<file path="config.mk">
export PLATFORM = sky130hd
export DESIGN_NAME = fec_rx_deframer
export DESIGN_NICKNAME = d
export VERILOG_FILES = /design/src/rtl/fec_rx_deframer.sv
export SDC_FILE = /design/constraint.sdc
export NUM_CORES = 1
export LEC_CHECK = 0
export ABC_AREA = 0
export CELL_PAD_IN_SITES_DETAIL_PLACEMENT = 0
export CELL_PAD_IN_SITES_GLOBAL_PLACEMENT = 1
export CORE_ASPECT_RATIO = 0.9
export CORE_MARGIN = 2
export CORE_UTILIZATION = 43
export CTS_CLUSTER_DIAMETER = 80
export DETAILED_ROUTE_END_ITERATION = 10
export PLACE_DENSITY = 0.9
export SLEW_MARGIN = 20
export SYNTH_ARGS = -nofsm -noshare
export SYNTH_HDL_FRONTEND = slang
export SYNTH_SLANG_ARGS = --single-unit
</file>
<file path="constraint.sdc">
create_clock -name clk -period 2 [get_ports clk]
set_input_delay 0.4 -clock clk [delete_from_list [all_inputs] [get_ports clk]]
set_output_delay 0.4 -clock clk [all_outputs]
set_load 0.01 [all_outputs]
</file>
<file path="src/rtl/fec_rx_deframer.sv">
// Serial-to-parallel front end for the 2D-parity FEC decoder: collects one framed
// bit stream into data/row/column parity registers and handshakes with the decoder.
module fec_rx_deframer #(
   parameter int WIDTH   = 4,
   parameter int DEPTH   = 4,
   parameter int TIMEOUT = 64
) (
   input  logic                     clk,
   input  logic                     rst_n,
   input  logic                     s_valid,
   output logic                     s_ready,
   input  logic                     s_data,
   input  logic                     s_sof,
   output logic [WIDTH*DEPTH-1:0]   dec_data,
   output logic [DEPTH-1:0]         dec_row_parity,
   output logic [WIDTH-1:0]         dec_col_parity,
   output logic                     dec_ready,
   input  logic                     dec_complete,
   output logic                     frame_err,
   output logic                     timeout_err,
   output logic                     busy
);

   localparam int WD = WIDTH * DEPTH;
   localparam int N  = WD + DEPTH + WIDTH;
   localparam int CW = $clog2(N + 1);
   localparam int TW = $clog2(TIMEOUT);
   localparam logic [CW-1:0] LAST_BIT = CW'(N - 1);
   localparam logic [TW-1:0] T_LAST   = TW'(TIMEOUT - 1);

   typedef enum logic [2:0] {IDLE, COLLECT, HANDOFF, WAIT_LOW, WAIT_HIGH} state_t;

   state_t          state, state_next;
   logic [CW-1:0]   cnt, cnt_next;
   logic [N-1:0]    shadow, shadow_next;
   logic [TW-1:0]   tcnt;
   logic            run;
   logic            accept, sof_hit, last_hit, waiting, dec_done, t_expire;

   always_ff @(posedge clk or negedge rst_n) begin
      if (!rst_n) begin
         state <= IDLE;
         run   <= 1'b0;
      end else begin
         state <= state_next;
         run   <= 1'b1;
      end
   end

   assign accept   = s_valid && s_ready;
   assign sof_hit  = accept && s_sof && (state == IDLE || state == COLLECT);
   assign last_hit = accept && !s_sof && (state == COLLECT) && (cnt == LAST_BIT);
   assign waiting  = (state == WAIT_LOW) || (state == WAIT_HIGH);
   assign dec_done = ((state == WAIT_LOW) && !dec_complete) ||
                     ((state == WAIT_HIGH) && dec_complete);
   assign t_expire = waiting && (tcnt == T_LAST);

   always_comb begin
      state_next = state;
      case (state)
         IDLE:      if (sof_hit) state_next = COLLECT;
         COLLECT:   if (last_hit) state_next = HANDOFF;
         HANDOFF:   state_next = WAIT_LOW;
         WAIT_LOW:  if (!dec_complete) state_next = WAIT_HIGH;
                    else if (t_expire) state_next = IDLE;
         WAIT_HIGH: if (dec_complete || t_expire) state_next = IDLE;
         default:   state_next = IDLE;
      endcase
   end

   // run keeps s_ready low while reset is held and in the first cycle after it
   always_comb begin
      s_ready     = run && (state == IDLE || state == COLLECT);
      busy        = (state != IDLE);
      dec_ready   = (state == HANDOFF);
      timeout_err = t_expire && !dec_done;
   end

   always_comb begin
      shadow_next = shadow;
      cnt_next    = cnt;
      if (sof_hit) begin
         shadow_next    = '0;
         shadow_next[0] = s_data;
         cnt_next       = CW'(1);
      end else if (accept && state == COLLECT) begin
         shadow_next[cnt] = s_data;
         cnt_next         = last_hit ? '0 : cnt + CW'(1);
      end
   end

   // Outputs load with the final bit merged in, so they are valid while dec_ready is high
   always_ff @(posedge clk or negedge rst_n) begin
      if (!rst_n) begin
         shadow         <= '0;
         cnt            <= '0;
         tcnt           <= '0;
         frame_err      <= 1'b0;
         dec_data       <= '0;
         dec_row_parity <= '0;
         dec_col_parity <= '0;
      end else begin
         shadow    <= shadow_next;
         cnt       <= cnt_next;
         frame_err <= sof_hit && (state == COLLECT);
         if (last_hit) begin
            dec_data       <= shadow_next[WD-1:0];
            dec_row_parity <= shadow_next[WD +: DEPTH];
            dec_col_parity <= shadow_next[WD+DEPTH +: WIDTH];
         end
         if (state == HANDOFF) tcnt <= '0;
         else if (waiting)     tcnt <= tcnt + TW'(1);
      end
   end

endmodule

</file>
==> metrics.md, run 1 <==
| Metric | Value |
|---|---|
| Initial detailed-routing violation count | `143` |
| Worst path max stage delay | `380 ps` |
| Family with the most delay on the worst path | `buffers and inverters` |
| Initial antenna violation count | `0` |
| Clock transition at path regs | `70 ps` |
| CTS Hold Bufs | `0` |
| Post-Syn Instances | `297` |
| WP buf/inv | `2` |
| Critical R2R Launch | `state[1]$_DFFE_PN0P_` |
| Count of final hold-check violations | `0` |
| Main synth FF type | `dfrtp_1` |
| Post-synth net total | `308` |
| CP startpoint kind | `register` |
| Max Clk Rate | `0.5237 GHz` |
| Antenna Cells | `0` |
| DR vias | `2318` |
| CP endpoint kind | `primary output` |
| Critical path startpoint | `state[1]$_DFFE_PN0P_` |
| Worst vdd ir | `0.3874 mV` |
| Cts repair resizes | `8` |
| Final worst slack | `90.46 ps` |
| Crit Path Max Fanout | `10` |
| Die W | `90.16 um` |
| Yosys cell types | `39` |
| DR vias/cell | `5.209` |
| Dpl cells | `429` |
| Post-route DRC | `0` |
| Post-CTS Setup Bufs | `0` |
| Max cap viols | `0` |
| Later-pin clock latency in the skew report | `340 ps` |
| CP max-delay cell | `dfrtp_1` |
| First-pass GRT wire length | `10340 um` |
| Period utilization | `0.9548` |
| H-tree Lvls | `3` |
| Final Util | `0.5632` |
| Top cells by area, synth | `dfrtp_1 (55%), a21oi_1 (5.1%), nand2_1 (4.7%), nand3_1 (4.7%), o21ai_1 (3.3%)` |
| Worst path cell trace | `buf_4 -> or3_1 -> dlygate4sd2_1` |
| Core ar. | `0.006516 mm2` |
| Leakage power | `1.643 nW` |
| HP Class | `in2async` |
| First drt pass iteration count | `4` |
| Routed WL | `6250 um` |
| Post-route ant nets | `0` |
| Fin crit period | `1910 ps` |
| Outcome | `finished, final reports clean` |
| GRT Total Usage | `0.1818` |
| Arrival time at the worst endpoint | `1510 ps` |
| CTS sink cnt | `63` |
| Power density cells | `833.3 mW/mm2` |
| Vias in the first global route | `2198` |
| Syn. warnings | `0` |
| Root Driver | `clkbuf_8` |
| Synth cell count leaders | `dfrtp_1 (63), nand2_1 (36), a21oi_1 (29)` |
| Cell with the most instances after synthesis | `dfrtp_1` |
| Syn_area_per_cell | `9.673 um2` |
| EDFF count, synth | `0` |
| Clock Path Buffers | `2` |
| Final setup TNS | `0 ps` |
| Net count reported at finish | `361` |
| Layout Cells excl Fill | `445` |
| WHS | `75.10 ps` |
| #FFs+latches synth | `63` |
| Fin area | `0.003670 mm2` |
| Die ar. | `0.007351 mm2` |
| # IOs | `35` |
| Seq/Total Area, Yosys | `0.5488` |
| GP Congestion | `0.8244` |
| Total CTS buffers | `9` |
| Layout cells sized above 1 | `0.1521` |
| Yosys top cell by area | `dfrtp_1` |
| Area fraction of the dominant cell type after synthesis | `0.5488` |
| Setup-failing EPs final | `0` |
| Initial core utilization | `0.4409` |
| Cell area after synthesis | `0.002873 mm2` |
| Setup Skew | `8.240 ps` |
| Pin count of the biggest net entering global routing | `64` |
| Layout area overhead | `27.74%` |
| Setup WS pre-CTS | `-122.1 ps` |
| Kind of critical path | `reg2out` |
| Placed instance area | `0.003465 mm2` |
| Total congestion overflow | `0` |
| DR WL/cell | `14.04 um` |
| Rows | `28` |
| Tot Pwr | `3.058 mW` |
| DP HPWL | `4286 um` |
| TritonCTS clock tree | `yes` |
| Async set-or-reset flop fraction in the synthesized netlist | `1.000` |
| Die Height | `81.54 um` |
| Worst EP required | `1600 ps` |
| PortBufs | `34` |
| Pins over their slew limit | `0` |
==> cell type report <==
type                       count  area [um2]
inverter                       5       18.77
timing repair buffer          63       581.8
multi-input combinational    208        1189
clock buffer                  13       148.9
clock inverter                 3       42.54
sequential                    63        1577
tap                           90       112.6
fill                         620        2846
==> report_power, final <==
| part | total [mW] | internal (mW) | switching, mW |
|---|---|---|---|
| clock | 1.09 | 0.609 | 0.480 |
| sequential | 1.47 | 1.38 | 0.0942 |
| combinational | 0.498 | 0.200 | 0.299 |
==> routing by layer <==
metal | global-route usage | wire [um] | vias to the layer above
met5 | 0 | 0 | -
met4 | 0.08769 | 135 | 0
met3 | 0.04679 | 249 | 11
met2 | 0.2902 | 2889 | 53
met1 | 0.2354 | 2975 | 1104
li1 | - | - | 1150
==> cell families after synthesis <==
group / share of synthesized area
xor+xnor: 0.01219
buf+inv: 0.04529
simple gates: 0.1999
other cells: 0.001305
fa+ha+maj: 0.02178
flops: 0.5488
mux: 0.02526
compound gates: 0.1455
==> worst paths after layout <==
check / to / slack, ps / cells past startpoint
setup / recovery: busy / 90 / 3
min in group clk: dec_row_parity[3]$_DFFE_PN0P_ / 470 / 2
hold reg to reg: dec_row_parity[3]$_DFFE_PN0P_ / 470 / 2
max in group asynchronous: shadow[2]$_DFF_PN0_ / 1660 / 2
setup reg to reg: dec_data[0]$_DFFE_PN0P_ / 160 / 7
hold / removal: dec_col_parity[3]$_DFFE_PN0P_ / 80 / 2
==> flip-flops by register name, indices dropped and copies added, names as in the netlist <==
register and cells:
tcnt 6, dec_row_parity 4, cnt 5, shadow 23, frame_err 1, dec_col_parity 4, run 1, dec_data 16
state 3
==> cell usage in the layout (no fill, tap or decap), types with 4 or more instances in the layout <==
cell	count
nand2_1	36
mux2i_1	5
a21oi_1	29
xnor2_1	4
nand3_1	27
o31ai_1	6
dfrtp_1	63
ha_1	5
clkdlybuf4s50_1	29
nor2_1	15
inv_1	5
clkbuf_8	10
o21ai_1	19
o21ai_0	15
nor3_1	8
buf_4	26
Power figures use the tool's default switching activity.
==> inputs of run 2 (changes only) <==
ABC_AREA = 1   (was 0)
CELL_PAD_IN_SITES_DETAIL_PLACEMENT = default   (was 0)
CELL_PAD_IN_SITES_GLOBAL_PLACEMENT = default   (was 1)
CORE_UTILIZATION = 57   (was 43)
PLACE_DENSITY = 0.91   (was 0.9)
==> run 2 against run 1 <==
Clock skew increased by 1.1 ps. Area after synthesis increased by 22%. First-iteration DRC count increased to 2.5 times the previous value. Clock-buffer cell count decreased by 1. Non-clock buffer count decreased by 5. Die area decreased by 7.6%. Synthesized cell count increased by 58%. Global-route usage increased by 8.7 points. Total power increased by 30%. Critical endpoint is now timeout_err.
==> metrics.md, run 2 <==
| Metric | Value |
|---|---|
| TritonCTS clock tree | `yes (unchanged)` |
| Main synth FF type | `dfrtp_1 (unchanged)` |
| Max Clk Rate | `0.5171 GHz (was 0.5237 GHz)` |
| Kind of critical path | `reg2out (unchanged)` |
| Setup-failing EPs final | `0 (unchanged)` |
| Count of final hold-check violations | `0 (unchanged)` |
| Final Util | `0.6915 (was 0.5632)` |
| Rows | `27 (was 28)` |
| Fin area | `0.004182 mm2 (was 0.003670 mm2)` |
| Clock Path Buffers | `2 (unchanged)` |
| HP Class | `in2async (unchanged)` |
| PortBufs | `34 (unchanged)` |
| Final setup TNS | `0 ps (unchanged)` |
| First drt pass iteration count | `5 (was 4)` |
| Biggest regs | `shadow x24, dec_data x16, tcnt x6 (was shadow x23, dec_data x16, tcnt x6)` |
| CP endpoint kind | `primary output (unchanged)` |
| Placed instance area | `0.003974 mm2 (was 0.003465 mm2)` |
| DR WL/cell | `14.45 um (was 14.04 um)` |
| Switch Pwr | `1.544 mW (was 872.6 uW)` |
| Least-Margin Pin Slew | `523.7 ps` |
| Antenna Cells | `0 (unchanged)` |
| Outcome | `finished, final reports clean (unchanged)` |
| Initial antenna violation count | `0 (unchanged)` |
| H-tree Lvls | `3 (unchanged)` |
| Total congestion overflow | `0 (unchanged)` |
| Post-synth net total | `480 (was 308)` |
| Fillers | `440 (was 620)` |
| Cell with the most instances after synthesis | `nand2_1 (was dfrtp_1)` |
| Initial detailed-routing violation count | `359 (was 143)` |
| Die Height | `78.40 um (was 81.54 um)` |
| Layout cells sized above 1 | `0.1150 (was 0.1521)` |
| Fin crit period | `1934 ps (was 1910 ps)` |
| Net count reported at finish | `520 (was 361)` |
| Core ar. | `0.006047 mm2 (was 0.006516 mm2)` |
| Power share of the clock group | `0.249 (was 0.356)` |
| Tot Pwr | `3.963 mW (was 3.058 mW)` |
| Power density cells | `947.8 mW/mm2 (was 833.3 mW/mm2)` |
| Vias in the first global route | `3279 (was 2198)` |
| Max cap viols | `0 (unchanged)` |
| Switching Fraction | `0.3896 (was 0.2854)` |
| Syn_area_per_cell | `7.475 um2 (was 9.673 um2)` |
| Most frequent cells in the layout | `nand2_1 (193), dfrtp_1 (63), nand4_1 (42), nand3_1 (42), clkdlybuf4s50_1 (29) (was dfrtp_1 (63), nand2_1 (36), a21oi_1 (29), clkdlybuf4s50_1 (29), nand3_1 (27))` |
| Synth cell count leaders | `nand2_1 (194), dfrtp_1 (64), nand3_1 (43) (was dfrtp_1 (63), nand2_1 (36), a21oi_1 (29))` |
| CP startpoint kind | `register (unchanged)` |
| Biggest register | `shadow (unchanged)` |
| Top cells by area, synth | `dfrtp_1 (46%), nand2_1 (21%), nand4_1 (7.5%), nand3_1 (6.1%), a21oi_1 (3.7%) (was dfrtp_1 (55%), a21oi_1 (5.1%), nand2_1 (4.7%), nand3_1 (4.7%), o21ai_1 (3.3%))` |
| Later-pin clock latency in the skew report | `340 ps (about the same)` |
| DR vias/cell | `5.887 (was 5.209)` |
| Routed WL | `8455 um (was 6250 um)` |
| Critical R2R Launch | `cnt[4]$_DFFE_PN0P_ (was state[1]$_DFFE_PN0P_)` |
| First-pass GRT wire length | `14280 um (was 10340 um)` |
| Logic pwr share | `0.357 (was 0.163)` |
| GRT Total Usage | `0.2684 (was 0.1818)` |
| DP HPWL | `5549 um (was 4286 um)` |
| Post-route ant nets | `0 (unchanged)` |
| WP buf/inv | `1 (was 2)` |
| Worst EP required | `1600 ps (about the same)` |
| Reg2reg end | `dec_data[0]$_DFFE_PN0P_ (unchanged)` |
| Max reg flops | `24 (was 23)` |
| Worst R2R Setup Slack | `200 ps (was 160 ps)` |
| Area fraction of the dominant cell type after synthesis | `0.4568 (was 0.5488)` |
| Root Driver | `clkbuf_8 (unchanged)` |
| Layout area overhead | `19.27% (was 27.74%)` |
| DR vias | `3444 (was 2318)` |
| Family with the most delay on the worst path | `flip-flops (was buffers and inverters)` |
| Yosys top cell by area | `dfrtp_1 (unchanged)` |
| CTS sink cnt | `64 (was 63)` |
| Async set-or-reset flop fraction in the synthesized netlist | `1.000 (unchanged)` |
| Die ar. | `0.006795 mm2 (was 0.007351 mm2)` |
| Relative slew slack | `0.6505` |
| Post-Syn Instances | `469 (was 297)` |
| Register Area | `0.001603 mm2 (was 0.001577 mm2)` |
| Worst path max stage delay | `410 ps (was 380 ps)` |
| Arrival time at the worst endpoint | `1530 ps (was 1510 ps)` |
| Sequential share of power | `0.394 (was 0.481)` |
| Pin count of the biggest net entering global routing | `65 (was 64)` |
| Initial core utilization | `0.5798 (was 0.4409)` |
| Period utilization | `0.9670 (was 0.9548)` |
| Yosys cell types | `31 (was 39)` |
| Clock transition at path regs | `70 ps (about the same)` |
| Die W | `86.67 um (was 90.16 um)` |
| Cell internal pwr | `2.419 mW (was 2.185 mW)` |
| Cell area after synthesis | `0.003506 mm2 (was 0.002873 mm2)` |
| # IOs | `35 (unchanged)` |
| Crit Path Max Fanout | `4 (was 10)` |
| Post-route DRC | `0 (unchanged)` |
| Syn. warnings | `0 (unchanged)` |
| GP Congestion | `0.8592 (was 0.8244)` |
| CP max-delay cell | `dfrtp_1 (unchanged)` |
| Seq/Total Area, Yosys | `0.4568 (was 0.5488)` |
| Pins over their slew limit | `0 (unchanged)` |
| Worst vdd ir | `0.4247 mV (was 0.3874 mV)` |
| EDFF count, synth | `0 (unchanged)` |
| Worst path cell trace | `ha_2 -> nand3_2 -> nor2_1 -> nand2_1 -> a21oi_2 -> buf_2 (was buf_4 -> or3_1 -> dlygate4sd2_1)` |
| #FFs+latches synth | `64 (was 63)` |
| Most common library cell in the layout ignoring fill and taps | `nand2_1 (was dfrtp_1)` |
| Setup Skew | `9.304 ps (was 8.240 ps)` |
| Multi-input logic area | `0.001678 mm2 (was 0.001189 mm2)` |
| Leakage power | `2.229 nW (was 1.643 nW)` |
| Total CTS buffers | `9 (unchanged)` |
| Reg2reg path depth | `8 (was 7)` |
-- run 2: cell families after synthesis --
family                     share of synthesized area
AOI/OAI and AO/OA                            0.06031
xor gates and xnor gates                    0.002499
other                                       0.001070
buffers and inverters                        0.07137
adders and majority gates                    0.01784
and+or+nand+nor                               0.3872
muxes                                       0.002855
DFF                                           0.4568
-- run 2: power groups by stage --
| stage | Clock, mW | Combinational [mW] | Sequential, mW |
|---|---|---|---|
| after floorplan | 0 | 0.962 | 1.54 |
| final | 0.988 | 1.42 | 1.56 |
| after global routing | 1.05 | 1.57 | 1.58 |
| after global placement | 0 | 1.26 | 1.57 |
| after detailed placement | 0 | 1.33 | 1.58 |
| after CTS | 0.995 | 1.38 | 1.55 |
-- run 2: timing repair --
item	CTS	global route
hold buffers	0	0
gates resized for setup	10	6
endpoints found under the hold margin	0	0
cloned	0	0
setup buffers	1	1
pin swaps	0	3
endpoints found under the setup margin	4	2
-- run 2: per-stage QoR --
stage	hold WS, ps	setup WS [ps]	instances
floorplan	104.4	509.6	469
global placement	436.9	-129.0	568
detailed placement	436.2	-171.6	568
CTS	70.31	-3.124	584
global route	92.04	-44.47	585
finish	60.65	66.07	585
-- run 2: area by class of cell --
class	instances	share of cell area
clock buffer	12	0.03710
clock inverter	3	0.004189
inverter	27	0.02454
multi-input combinational	349	0.4013
sequential	64	0.3833
tap	72	0.02154
timing repair buffer	58	0.1281
-- run 2: worst max path at each step --
| stage | startpoint | to | slack, ps | depth (start not counted) |
|---|---|---|---|---|
| after global placement | dec_complete | timeout_err | -130 | 4 |
| final | tcnt[1]$_DFFE_PN0P_ | timeout_err | 70 | 6 |
| after CTS | tcnt[1]$_DFFE_PN0P_ | timeout_err | -3 | 6 |
| after detailed placement | dec_complete | timeout_err | -170 | 4 |
| after floorplan | cnt[0]$_DFFE_PN0P_ | dec_data[10]$_DFFE_PN0P_ | 510 | 10 |
| after global routing | tcnt[1]$_DFFE_PN0P_ | timeout_err | -40 | 6 |
-- run 2: metal layers --
layer	share of wire	global-route usage	wire length (um)
met1	0.44	0.3426	3724
met2	0.48	0.4292	4066
met5	0	0	0
met4	0.021	0.1359	178
met3	0.057	0.05994	485
==> inputs of run 3 (changes only) <==
ABC_CLOCK_PERIOD_IN_PS = 2000   (was default)
==> results of run 3 <==
Same layout as run 2: the final DEF is identical, and so are final timing and power.
